<file path="config.mk">
export PLATFORM = sky130hd
export DESIGN_NAME = sbox_seq_ctrl
export DESIGN_NICKNAME = d
export VERILOG_FILES = /design/src/rtl/sbox_seq_ctrl.sv
export SDC_FILE = /design/constraint.sdc
export NUM_CORES = 1
export LEC_CHECK = 0
export CAP_MARGIN = 20
export CORE_UTILIZATION = 51
export CTS_BUF_LIST = sky130_fd_sc_hd__clkbuf_4 sky130_fd_sc_hd__clkbuf_8
export DETAILED_ROUTE_END_ITERATION = 10
export GPL_ROUTABILITY_DRIVEN = 1
export PLACE_DENSITY = 0.82
export SLEW_MARGIN = 20
export SYNTH_ARGS = -nofsm -noshare
export SYNTH_HDL_FRONTEND = slang
export SYNTH_SLANG_ARGS = --single-unit
</file>
<file path="constraint.sdc">
create_clock -name clk -period 4.4 [get_ports clk]
set_input_delay 1.1 -clock clk [delete_from_list [all_inputs] [get_ports clk]]
set_output_delay 1.1 -clock clk [all_outputs]
set_load 0.01 [all_outputs]
</file>
<file path="src/rtl/sbox_seq_ctrl.sv">
// Shares one S-box lookup port across the eight DES S-boxes, one lookup per cycle.
// Takes 8 cycles from accept to out_valid; accepts new input only in IDLE and holds the result until out_ready.
module sbox_seq_ctrl #(
  parameter int NUM_BOX = 8,
  parameter int IN_W    = 6,
  parameter int OUT_W   = 4
) (
  input  logic                     clk,
  input  logic                     rst,
  input  logic                     flush,
  input  logic [NUM_BOX*IN_W-1:0]  in_data,
  input  logic                     in_valid,
  output logic                     in_ready,
  output logic [2:0]               sbox_sel,
  output logic [IN_W-1:0]          sbox_in,
  output logic                     sbox_en,
  input  logic [OUT_W-1:0]         sbox_out,
  output logic [NUM_BOX*OUT_W-1:0] out_data,
  output logic                     out_valid,
  input  logic                     out_ready,
  output logic                     busy
);

  localparam int CNT_W = 3;

  typedef enum logic [1:0] {
    IDLE = 2'd0,
    RUN  = 2'd1,
    DONE = 2'd2
  } state_t;

  state_t                   state;
  logic [CNT_W-1:0]         cnt;
  logic [NUM_BOX*IN_W-1:0]  data;
  logic [NUM_BOX*OUT_W-1:0] result;
  logic [IN_W-1:0]          chunk;

  // cnt is zero in every state except RUN, so it drives sbox_sel directly.
  assign sbox_sel = cnt;
  assign sbox_in  = sbox_en ? chunk : '0;
  assign out_data = result;

  // S1 takes the most significant field of the latched word.
  always_comb begin
    chunk = '0;
    for (int i = 0; i < NUM_BOX; i++) begin
      if (cnt == CNT_W'(i)) chunk = data[(NUM_BOX-1-i)*IN_W +: IN_W];
    end
  end

  always_ff @(posedge clk or posedge rst) begin
    if (rst) begin
      state     <= IDLE;
      cnt       <= '0;
      data      <= '0;
      result    <= '0;
      in_ready  <= 1'b1;
      sbox_en   <= 1'b0;
      out_valid <= 1'b0;
      busy      <= 1'b0;
    end else if (flush) begin
      state     <= IDLE;
      cnt       <= '0;
      in_ready  <= 1'b1;
      sbox_en   <= 1'b0;
      out_valid <= 1'b0;
      busy      <= 1'b0;
    end else begin
      case (state)
        IDLE: begin
          if (in_valid) begin
            data     <= in_data;
            cnt      <= '0;
            result   <= '0;
            state    <= RUN;
            in_ready <= 1'b0;
            sbox_en  <= 1'b1;
            busy     <= 1'b1;
          end
        end
        RUN: begin
          for (int i = 0; i < NUM_BOX; i++) begin
            if (cnt == CNT_W'(i)) result[(NUM_BOX-1-i)*OUT_W +: OUT_W] <= sbox_out;
          end
          cnt <= cnt + CNT_W'(1);
          if (cnt == CNT_W'(NUM_BOX-1)) begin
            state     <= DONE;
            sbox_en   <= 1'b0;
            out_valid <= 1'b1;
          end
        end
        DONE: begin
          if (out_ready) begin
            state     <= IDLE;
            out_valid <= 1'b0;
            in_ready  <= 1'b1;
            busy      <= 1'b0;
          end
        end
        default: begin
          state     <= IDLE;
          cnt       <= '0;
          in_ready  <= 1'b1;
          sbox_en   <= 1'b0;
          out_valid <= 1'b0;
          busy      <= 1'b0;
        end
      endcase
    end
  end

endmodule
</file>
Yosys cells after proc, flatten, opt, wreduce, memory -nomap -nowiden
Cells that the tools add are included.
{"block": "totals", "ff_bits": 89, "inputBits": 57, "wordCells": 99}
{"block": "op_classes", "addsub": 1, "eq_ne": 24, "mux": 41, "bitwise_logic": 1, "reduce_logical": 17}
{"cell": "32-bit case mux with 2 select lines", "n": 1}
{"cell": "6-bit two-way mux", "n": 9}
{"cell": "32-bit two-way mux", "n": 1}
{"cell": "4-bit two-way mux", "n": 8}
{"cell": "4-bit AND reduction", "n": 8}
{"cell": "2-bit != test (second input constant)", "n": 12}
{"cell": "3-bit AND reduction", "n": 5}
{"cell": "3-bit equality test (second input constant)", "n": 4}
{"cell": "1-bit case mux with 3 select lines", "n": 4}
{"cell": "1-bit two-way mux", "n": 10}
{"cell": "3-bit != test (second input constant)", "n": 3}
{"cell": "3-bit case mux with 3 select lines", "n": 1}
{"cell": "2-bit two-way mux", "n": 4}
{"cell": "3-bit by 2-bit equality test with 1-bit output (second input constant)", "n": 2}
{"cell": "3-bit two-way mux", "n": 2}
{"cell": "2-bit case mux with 3 select lines", "n": 1}
{"cell": "3-bit by 1-bit adder with 3-bit output (second input constant)", "n": 1}
{"cell": "3-bit by 1-bit equality test with 1-bit output (second input constant)", "n": 1}
{"cell": "3-bit zero test", "n": 1}
{"cell": "2-bit by 1-bit equality test with 1-bit output (second input constant)", "n": 1}
{"cell": "2-bit equality test (second input constant)", "n": 1}
{"cell": "2-bit zero test", "n": 1}
{"cell": "2-bit AND reduction", "n": 1}
{"cell": "2-bit nonzero test", "n": 1}
{"cell": "1-bit NOT", "n": 1}

Depth between registers and ports, before layout
{"block": "depth", "depth_word": 10, "depth_mapped": 8, "mapped_depth_nobuf": 5}

Worst setup path before layout
No wires, ideal clock.
{"block": "synth_timing", "kind": "register -> output", "start": "register cnt[2], in the netlist sbox_sel[2]", "end": "output sbox_in[0]", "t_arrival_ns": 1.819, "t_required_ns": 3.300, "path_slack_ns": 1.481, "stages_incl_launch_ff": 9, "path_buffers": 3, "path_cell_list": "dfrtp_1 -> buf_2 -> inv_1 -> ha_1 -> buf_2 -> or2_2 -> clkbuf_1 -> a221oi_1 -> o311a_1"}
{"block": "synth_between", "elab_chain_cells": 10}
{"element": "start, declared", "line_no": "33", "text": "logic [CNT_W-1:0] cnt;"}
{"element": "start signal, assigned", "line_no": "85", "text": "cnt <= cnt + CNT_W'(1);"}
{"element": "3-bit zero test", "line_no": "47", "text": "if (cnt == CNT_W'(i)) chunk = data[(NUM_BOX-1-i)*IN_W +: IN_W];"}
{"element": "6-bit two-way mux (7 in series)", "line_no": "47"}
{"element": "6-bit two-way mux *", "line_no": "47"}
{"element": "6-bit two-way mux *", "line_no": "40", "text": "assign sbox_in = sbox_en ? chunk : '0;"}
{"element": "end, declared", "line_no": "15", "text": "output logic [IN_W-1:0] sbox_in,"}
Mark *: on every way between the ends. The rest lies on a longest branch, timed or not.

Worst setup path in the final report
{"block": "layout_timing", "start": "register cnt[0], in the netlist sbox_sel[0]", "end": "output sbox_in[0]"}
Same word-level chain as after synthesis.

==> run_results.csv <==
group,metric,value,unit
floorplanning,boundaryPins,102,
clocking,clock_path_buffers,2,
route,drc_errors,0,
logic_synthesis,netlist_area,4200,um2
hold_path,hold_path_depth,1,
route,first_pass_iters,5,
critical_path,crit_required,3300,ps
layout,drive_gt1_share,14.8,%
timing,hold_viol,0,
logic_synthesis,synth_edf_count,0,
layout,n_antenna_cell,0,
clocking,clkLatencyLatePin,360,ps
floorplanning,coreArea,7850,um2
logic_synthesis,synthCells,366,
layout,final_util,70.1,%
global_route,grt-ovfl-total,0,
timing,max_clock_freq,243,MHz
route,viasPerCell,5.93,
clocking,cts_setup_buffers,0,
hold_path,min_from,"out_data[8]$_DFFE_PP0P_",
clocking,root_buffer,"clkbuf_8",
layout,nets,517,
critical_path,cp-end-kind,"output port",
floorplanning,die_area,8610,um2
global_route,grt_usage,25.6,%
critical_path,critPathLaunchType,"flip-flop",
floorplanning,rows,32,
layout,final_common_cell,"clkdlybuf4s50_1",
logic_synthesis,ys.warnings.count,0,
timing,final.setup_skew,13.3,ps
clocking,cts_sinks,89,
clocking,hold_buffers,0,
critical_path,rr_endpoint,"out_data[8]$_DFFE_PP0P_",
logic_synthesis,ys_seq_elements,89,
timing,worst_pin_slew,884,ps
place,place_inst,545,
global_route,antenna_found_initial,0,
critical_path,crit_arrival,3020,ps
route,wire_per_inst,18.4,um
floorplanning,die_w,92.8,um
timing,slew_headroom,41.1,%
job,drv_cap,0,
global_route,grt_pass1_vias,3188,
route,drt.antenna.violating_nets,0,
layout,syn_to_final_growth,30.8,%
timing,finalSetupViolCount,0,
logic_synthesis,syn_avg_cell_area,11.5,um2
hold_path,min_to,"out_data[8]$_DFFE_PP0P_",
critical_path,reg2reg_slack,2130,ps
logic_synthesis,async_flop_share,100,%
clocking,cts_resized,0,
timing,rsz0062_at_grt,"no",
critical_path,rr_startpoint,"sbox_sel[1]$_DFFE_PP0P_",
place,gp_congestion,0.862,
timing,fin_crit,4120,ps
critical_path,critPathKind,"reg2out",
floorplanning,start_util,53.6,%
critical_path,cp_max_fo,28,
layout,fillers,584,
power,powerDensity,384,nW/um2
route,first_iter_violations,196,
layout,final_cell_mix,"clkdlybuf4s50_1, dfrtp_1, mux2_2, a22o_1, o21ai_0",
power,power.leakage,2.34,nW
clocking,cts.clk_slew.worst_paths,90,ps
place,io_buffers,101,
outcome,status,"finished clean",
route,num_vias,3324,
timing,slew_violations,0,
place,hpwl,7530,um
floorplanning,die_h,92.8,um
global_route,grt_start_max_net_pins,46,
logic_synthesis,ys_seq_area_share,53.0,%
logic_synthesis,ys.flop_type,"dfrtp_1",
route,routed_wirelength,10300,um
critical_path,r2r_cells,5,
logic_synthesis,syn-num-nets,429,
clocking,cts_tree,"yes",
layout,instances_no_fill,561,
logic_synthesis,ys_types,41,
power,vdd_drop_max,210,uV
timing,fin_setup_tns,0,ps
clocking,cts_htree_levels,3,
timing,period_share,93.7,%
global_route,grt_first_pass_wirelength,16800,um
hold_path,min_path_type,"reg2reg",
clocking,cts_made_buffers,9,
## worst max path at each step
stage / startpoint / to / depth (start not counted)
after floorplan: rst / busy$_DFFE_PP0P_ / 1
after global placement: sbox_sel[0]$_DFFE_PP0P_ / sbox_in[5] / 6
after detailed placement: sbox_sel[0]$_DFFE_PP0P_ / sbox_in[0] / 6
after CTS: sbox_sel[0]$_DFFE_PP0P_ / sbox_in[2] / 6
after global routing: sbox_sel[0]$_DFFE_PP0P_ / sbox_in[1] / 6
final: sbox_sel[0]$_DFFE_PP0P_ / sbox_in[0] / 6
## Yosys cell counts (2+ instances only)
master	number	area share, %
a21boi_0	6	1.1
a21oi_1	14	1.7
a221oi_1	6	1.3
a22o_1	36	7.5
and2_0	2	0.30
and2_1	6	0.89
and3_1	2	0.30
and3b_1	3	0.63
buf_2	11	1.3
clkbuf_1	16	1.4
dfrtp_1	88	52
ha_1	6	1.8
inv_1	17	1.5
mux2_2	37	9.9
nand2_1	7	0.63
nand2b_1	4	0.60
nand3_1	15	1.8
nand3b_1	6	1.1
nor2_1	7	0.63
nor2b_1	12	1.8
nor3_1	3	0.36
nor3b_1	8	1.4
o21ai_0	21	2.5
o21ba_2	4	0.95
o21bai_1	2	0.36
o311a_1	6	1.4
o311ai_0	6	1.3
or2_2	2	0.30
## sequential cells by signal (all words and copies together) (netlist names)
register,cells
busy,1
out_data,32
out_valid,1
sbox_en,1
data,48
sbox_sel,3
state,2
in_ready,1
## area by class of cell
cell class                 instances  area [um2]  share of cell area [%]
inverter                          17        65.1                    1.18
tap                              102         128                    2.32
timing repair buffer             106        1060                    19.3
sequential                        89        2230                    40.5
multi-input combinational        231        1780                    32.3
clock buffer                      12         165                    3.00
clock inverter                     4        73.8                    1.34
## routing by layer
metal,global-route usage (%),routed length [um],up-vias,part of all wire [%]
met5,0,0,-,0
met1,35.4,4510,1639,44
met4,8.85,206,0,2.0
met2,40.0,5090,147,49
met3,5.25,533,22,5.2
li1,-,-,1516,-
## report_power, final
group | switching, mW | internal (mW) | total (mW) | leakage (nW)
clock network | 0.286 | 0.367 | 0.653 | 0.123
registers | 0.0848 | 0.941 | 1.03 | 1.12
logic | 0.183 | 0.252 | 0.435 | 1.10
## through the flow
stage	hold slack (ps)	area, um2	setup WS (ps)	power (mW)
2_1_floorplan	481	4200	995	1.25
3_3_place_gp	477	5260	846	1.45
3_5_place_dp	489	5260	693	1.47
4_1_cts	509	5500	294	2.12
5_1_grt	529	5500	88.9	2.21
6_report	503	5500	277	2.11
## cell families after synthesis
| group | after synthesis | synth area share, % |
|---|---|---|
| compound gates | 108 | 19.2 |
| flops | 89 | 53.0 |
| simple gates | 79 | 11.1 |
| buf+inv | 46 | 4.70 |
| mux | 38 | 10.2 |
| fa+ha+maj | 6 | 1.79 |
## critical path, stage by stage (launching register included)
cell and delay [ps]:
dfrtp_1 440, inv_1 100, ha_1 740, and2_0 440, a22o_1 200, o311a_1 200, clkdlybuf4s50_1 540
Power figures use the tool's default switching activity.
